`src/rtl/samp_pkg.sv`:
```
// Shared constants, state type and parity helper for the sample column serializer.
// Optional build macro: SAMP_SER_PARITY_EN (parity bit on column bit 12).
package samp_pkg;

  localparam int SAMPLE_BITS = 12;
  localparam int NUM_SAMPLES = 3;
  localparam int COL_WIDTH   = 16;
  localparam int WINDOW_BITS = SAMPLE_BITS * NUM_SAMPLES;
  localparam int CNT_BITS    = $clog2(NUM_SAMPLES);

  localparam logic [COL_WIDTH-1:0]   COL_IDLE_VALUE = '1;
  // Receiver (sample shift register) comes out of reset holding all ones.
  localparam logic [WINDOW_BITS-1:0] RX_RESET_VALUE = '1;
  localparam logic [CNT_BITS-1:0]    LAST_COL       = CNT_BITS'(NUM_SAMPLES - 1);

  typedef enum logic {
    IDLE = 1'b0,
    SEND = 1'b1
  } ser_state_t;

  function automatic logic even_parity(input logic [SAMPLE_BITS-1:0] s);
    return ^s;
  endfunction

endpackage

```
`src/rtl/samp_col_serializer.sv`:
```
// Captures a 3-sample window and emits it oldest-first, one column per valid/ready transfer.
// Optional build macro: SAMP_SER_PARITY_EN (col_out[12] carries even parity of the sample).
//
// state | meaning
// IDLE  | bus parked at 16'hFFFF, waiting for a window
// SEND  | presenting column r_col_cnt, waiting for col_ready
module samp_col_serializer
  import samp_pkg::*;
(
  input  logic                   clk,
  input  logic                   n_rst,
  input  logic                   load,
  input  logic [WINDOW_BITS-1:0] sample_in,
  output logic                   load_ready,
  output logic [COL_WIDTH-1:0]   col_out,
  output logic                   col_valid,
  input  logic                   col_ready,
  output logic                   done
);

  ser_state_t             r_state;
  logic [CNT_BITS-1:0]    r_col_cnt;
  logic [WINDOW_BITS-1:0] r_shadow;
  logic                   r_done;

  logic                   w_send;
  logic                   w_last;
  logic                   w_xfer;
  logic                   w_load;
  logic [SAMPLE_BITS-1:0] w_sample;
  logic [COL_WIDTH-1:0]   w_col;

  assign w_send     = (r_state == SEND);
  assign w_last     = (r_col_cnt == LAST_COL);
  assign w_xfer     = w_send & col_ready;
  // Accepting a new window during the final transfer keeps the stream gap-free.
  assign load_ready = ~w_send | (w_last & col_ready);
  assign w_load     = load & load_ready;
  assign w_sample   = r_shadow[32'(r_col_cnt) * SAMPLE_BITS +: SAMPLE_BITS];

  always_comb begin
    w_col = COL_IDLE_VALUE;
    if (w_send) begin
      w_col                   = '0;
      w_col[SAMPLE_BITS-1:0]  = w_sample;
`ifdef SAMP_SER_PARITY_EN
      w_col[SAMPLE_BITS]      = even_parity(w_sample);
`else
      w_col[COL_WIDTH-1:SAMPLE_BITS] = '0;
`endif
    end
  end

  assign col_out   = w_col;
  assign col_valid = w_send;
  assign done      = r_done;

  always_ff @(posedge clk or negedge n_rst) begin
    if (!n_rst) begin
      r_state   <= IDLE;
      r_col_cnt <= '0;
      r_shadow  <= '1;
      r_done    <= 1'b0;
    end else begin
      r_done <= w_xfer & w_last;
      if (w_load) begin
        r_shadow  <= sample_in;
        r_col_cnt <= '0;
        r_state   <= SEND;
      end else if (w_xfer) begin
        if (w_last) begin
          r_state   <= IDLE;
          r_col_cnt <= '0;
        end else begin
          r_col_cnt <= r_col_cnt + CNT_BITS'(1);
        end
      end
    end
  end

endmodule

```
`config.mk`:
```
export PLATFORM = sky130hd
export DESIGN_NAME = samp_col_serializer
export DESIGN_NICKNAME = d
export VERILOG_FILES = /design/src/rtl/samp_pkg.sv /design/src/rtl/samp_col_serializer.sv
export SDC_FILE = /design/constraint.sdc
export NUM_CORES = 1
export LEC_CHECK = 0
export BUFFER_PORTS_ARGS = -buffer_cell sky130_fd_sc_hd__buf_4
export CORE_MARGIN = 5
export CORE_UTILIZATION = 35
export CTS_CLUSTER_DIAMETER = 60
export DETAILED_ROUTE_END_ITERATION = 12
export GPL_TIMING_DRIVEN = 0
export PLACE_DENSITY = 0.64
export SYNTH_ARGS = -nofsm -noshare
export SYNTH_HDL_FRONTEND = slang
export SYNTH_SLANG_ARGS = --single-unit
```
`constraint.sdc`:
```
create_clock -name clk -period 1.35 [get_ports clk]
set_input_delay 0.0675 -clock clk [delete_from_list [all_inputs] [get_ports clk]]
set_output_delay 0.0675 -clock clk [all_outputs]
set_load 0.01 [all_outputs]
```
# == Word level (Yosys, flattened, before mapping) ==
# Cells that the tools add are included.
# word_totals
regBits,40
output_inout_bits,19
word_cells,24
# op_classes
addsub,1
mul,1
n_eq_ne,1
shifts,1
mux,7
bitwise_logic,6
n_reduce_logical,3
# ops
operator,n
$shiftx A36 B7 Y12,1
$mux W16,1
$mux W2,3
$and A1 B1 Y1,4
$mul A2 B2 Y4 const B,1
$reduce_bool A2 Y1,2
$mux W1,3
$add A2 B1 Y2 const B,1
$eq A2 B2 Y1 const B,1
$reduce_and A2 Y1,1
$not A1 Y1,1
$or A1 B1 Y1,1

# == Depth between registers and ports, before layout ==
# logic_depth
ltp_word,6
depth_mapped,6

# == Worst setup path before layout ==
# Ideal clock, no wire load.
# synth_timing
kind,reg2reg
startpoint,reg r_col_cnt[0]
endpoint,reg r_shadow[0]
setup_ns,0.082
t_arrival_ns,1.315
required_time_ns,1.268
path_slack_ns,-0.047
path_stages_with_launch,6
n_path_buf,2
period_less_slack_ns,1.397
path_cell_list,dfrtp_1 -> nand3b_4 -> a21boi_2 -> buf_6 -> buf_8 -> mux2_4
# synth_between
elab_chain_len,4
# synth_rtl
item,line_no,text
"start, declared",samp_col_serializer.sv:22,logic [CNT_BITS-1:0] r_col_cnt;
"start signal, assigned",samp_col_serializer.sv:75,r_col_cnt <= r_col_cnt + CNT_BITS'(1);
$eq A2 B2 Y1,samp_col_serializer.sv:34,assign w_last = (r_col_cnt == LAST_COL);
$and A1 B1 Y1,samp_col_serializer.sv:37,assign load_ready = ~w_send | (w_last & col_ready);
$or A1 B1 Y1,samp_col_serializer.sv:37,
$and A1 B1 Y1,samp_col_serializer.sv:38,assign w_load = load & load_ready;
"end signal, assigned",samp_col_serializer.sv:67,r_shadow <= sample_in;
"end, declared",samp_col_serializer.sv:23,logic [WINDOW_BITS-1:0] r_shadow;
# No other way between the ends.
# A chain may end at the register's enable or synchronous reset.

# == Worst setup path after layout ==
# layout_timing
startpoint,reg r_col_cnt[1]
endpoint,out col_out[5]
# layout_between
elab_chain_len,3
# layout_rtl
item,line_no,text
$mul A2 B2 Y4,samp_col_serializer.sv:39,assign w_sample = r_shadow[32'(r_col_cnt) * SAMPLE_BITS +: SAMPLE_BITS];
$shiftx A36 B7 Y12,samp_col_serializer.sv:39,
$mux W16,samp_col_serializer.sv:43,if (w_send) begin
"end, declared",samp_col_serializer.sv:15,"output logic [COL_WIDTH-1:0] col_out,"
# No other way between the ends.

==> flow_summary_export.csv <==
group,metric,value,unit
power,power_density,2250,mW/mm²
synth,post-synth-top-area-cell,"dfstp_2",
placement,dp_slack,-0.2174,ns
synth,synth_compound_area_share,7.438,%
placement,portBuffers,58,
placement,gp_congestion,0.7025,
synth,yosys_register_bits,40,
clock_tree,cts_tree,"done",
synth,synthTopCellsByCount,"dfstp_2 (36), mux2_4 (30), mux2i_1 (13)",
synth,synthCells,136,
clock_tree,clk_pin_slew,0.08,ns
setup_path,critPathKind,"reg2out",
placement,place_hpwl,3.248,mm
placement,postPlaceCellArea,0.002527,mm²
drt,first_pass_iters,4,
worst_hold_path,hold_class,"in2reg",
timing,final_max_slew_viol_count,0,
grt,grtUsageTotal,15.13,%
floorplanning,coreArea,0.005540,mm²
timing,fin_crit_sh,114.1,%
outcome,run_status,"finished, violations left",
layout,areaGrowthSynthToFinish,68.56,%
clock_tree,clock_latency,0.30,ns
floorplanning,initial_core_util,36.13,%
grt,antenna_found_initial,0,
timing,finClkSkew,0.006492,ns
synth,synthMuxAreaShare,32.38,%
synth,synth.most_common_cell,"dfstp_2",
synth,seq_area_frac_synth,52.25,%
setup_path,startpoint_type,"register",
synth,synth.distinct_cells,21,
floorplanning,dieArea,0.007333,mm²
synth,synthDominantCellAreaShare,47.25,%
grt,grt_max_degree,41,
setup_path,critPathArrivalTime,1.47,ns
floorplanning,ios,59,
synth,synth_fp_nets,176,
drt,wl,5.553,mm
outcome,violations,"negative setup slack",
power,p_leak,0.001517,µW
setup_path,path_cells,"buf_6, nor2b_4, buf_6, a21oi_2, o21ai_1, buf_4",
synth,ys.flop_type,"dfstp_2",
timing,timing.final.ws_setup,-0.1906,ns
layout,antenna_cells,0,
floorplanning,die_h,85.63,µm
clock_tree,cts_sinks,40,
drt,drt_iter0_drc,26,
setup_path,crit_required,1.28,ns
timing,period_needed,1.541,ns
layout,fillCellCount,443,
layout,layout.nets,297,
synth,synth-simple-area-share,2.563,%
timing,fmax,649.1,MHz
setup_path,cpPeakStageDelay,0.38,ns
setup_path,cpMaxStageDelayCell,"dfrtp_1",
drt,drc,0,
grt,grt_pass1_vias,1715,
drt,wl_per_cell,16.83,µm
drt,via_per_inst,4.588,
synth,yosys_warnings,0,
synth,synth-xor-area-share,0,%
layout,drive_gt1_share,71.71,%
timing,rsz0062_at_grt,"true",
layout,postLayoutCellArea,0.003374,mm²
floorplanning,fp-row-count,27,
drt,ant_nets,0,
timing,hold_violations,0,
clock_tree,clock_path_buffers,2,
synth,syn_area_per_cell,14.72,µm²
timing,worstMarginPinSlew,0.5130,ns
synth,synth_area,0.002002,mm²
grt,grt_pass1_wl,8.652,mm
timing,setup_viol_count_final,48,
drt,vias,1514,
synth,synth_edf_count,0,
job,maxCapViolCount,0,
synth,yosys-top-cells-area,"dfstp_2 (47%), mux2_4 (23%), mux2i_1 (6.5%)",
setup_path,crit_fanout,5,
clock_tree,h-tree-depth,2,
clock_tree,cts.root.buffer_cell,"clkbuf_8",
setup_path,crit_top_cell,"buf_6",
floorplanning,die_w,85.63,µm
synth,synth_top_family_by_area,"multiplexers",
timing,slew-limit-headroom,65.80,%
clock_tree,cts_made_buffers,5,
grt,grt_overflow,0,
power,ir_drop,1.111,mV
synth,synth_fa_ha_area_share,0,%
setup_path,critPathCaptureType,"output pin",
synth,synthArstFlopShare,100.0,%
## state kept, by name, summed over array words and instances (netlist names)
| signal | cells |
|---|---|
| r_shadow | 36 |
| r_col_cnt | 2 |
| col_valid | 1 |
| done | 1 |
## placed cells by master (no fill, tap or decap), drive strengths merged
cell	instances
nor3b	1
o31ai	1
dlygate4sd3	38
inv	1
a21boi	1
dfstp	36
o21ai	12
a32o	1
nand2	3
clkbuf	9
nand3b	1
mux2i	13
mux2	36
buf	86
bufinv	1
nor2b	1
nand2b	1
dfrtp	4
a21oi	12
## routing by layer
layer  wire (µm)  global-route usage (%)  vias up
met5           0                       0        -
met4          42                   3.453        0
met3         208                   3.746        4
met2        2854                   26.48       39
met1        2448                   18.74      750
li1            -                       -      721
## per-stage QoR
stage / hold WS (ns) / utilization, % / TNS (ns) / total power [µW] / instances
after floorplan: -0.2281 / - / -0.9543 / 4470 / 136
after global placement: 0.06732 / 45.62 / -6.541 / 5549 / 266
after detailed placement: 0.07310 / 45.62 / -6.988 / 5609 / 266
after CTS: 0.0005610 / 59.21 / -5.822 / 7364 / 327
after global routing: 0.07998 / 60.91 / -9.612 / 8003 / 330
final: 0.07296 / 60.91 / -6.372 / 7593 / 330
## layout make-up
cell class / instances / area [µm²] / share of cell area, %
timing repair buffer: 115 / 1059 / 31.37
sequential: 40 / 1049 / 31.07
multi-input combinational: 83 / 919.6 / 27.25
buffer: 11 / 127.6 / 3.782
clock buffer: 7 / 96.34 / 2.855
tap: 72 / 90.09 / 2.670
clock inverter: 1 / 30.03 / 0.8899
inverter: 1 / 3.754 / 0.1112
## power breakdown
part           total [µW]  internal [µW]  switching (µW)
combinational        3930           2420            1520
clock                1090            653             435
sequential           2570           2190             383
total                7590           5260            2330
## cells by family (layout without fill, tap and decap cells)
kind of cell	Yosys count	after routing
AO/OA/AOI/OAI	27	27
buffers and inverters	13	135
multiplexers	49	49
AND/OR/NAND/NOR	7	7
flip-flops	40	40
## final timing paths
| kind | to | slack, ns | from | depth (start not counted) |
|---|---|---|---|---|
| worst min register to register | r_shadow[20]$_DFFE_PN1P_ | 0.63 | r_shadow[20]$_DFFE_PN1P_ | 1 |
| max in group asynchronous | col_valid$_DFFE_PN0P_ | 0.69 | n_rst | 2 |
| worst max-delay path | col_out[5] | -0.19 | r_col_cnt[1]$_DFFE_PN0P_ | 6 |
| worst min-delay path | r_col_cnt[1]$_DFFE_PN0P_ | 0.07 | col_ready | 2 |
| min in group asynchronous | r_col_cnt[0]$_DFFE_PN0P_ | 0.29 | n_rst | 2 |
| worst max register to register | r_shadow[6]$_DFFE_PN1P_ | -0.17 | r_col_cnt[0]$_DFFE_PN0P_ | 6 |
## worst max-delay path: cells and delay by family, from the launching register on
kind | cells | cell delay, ns
AOI/OAI and AO/OA | 2 | 0.16
buffers and inverters | 3 | 0.45
DFF | 1 | 0.38
and+or+nand+nor | 1 | 0.19
## repair_timing
| item | 4_1_cts | 5_1_grt |
|---|---|---|
| gates cloned | 3 | 1 |
| hold buffers | 36 | 2 |
| endpoints found under the setup margin | 52 | 51 |
| resized for setup | 34 | 24 |
| endpoints found under the hold margin | 39 | 2 |
| setup buffers | 15 | 3 |
| pin swaps | 2 | 2 |
Note: power is estimated with default switching activity, not from simulation.
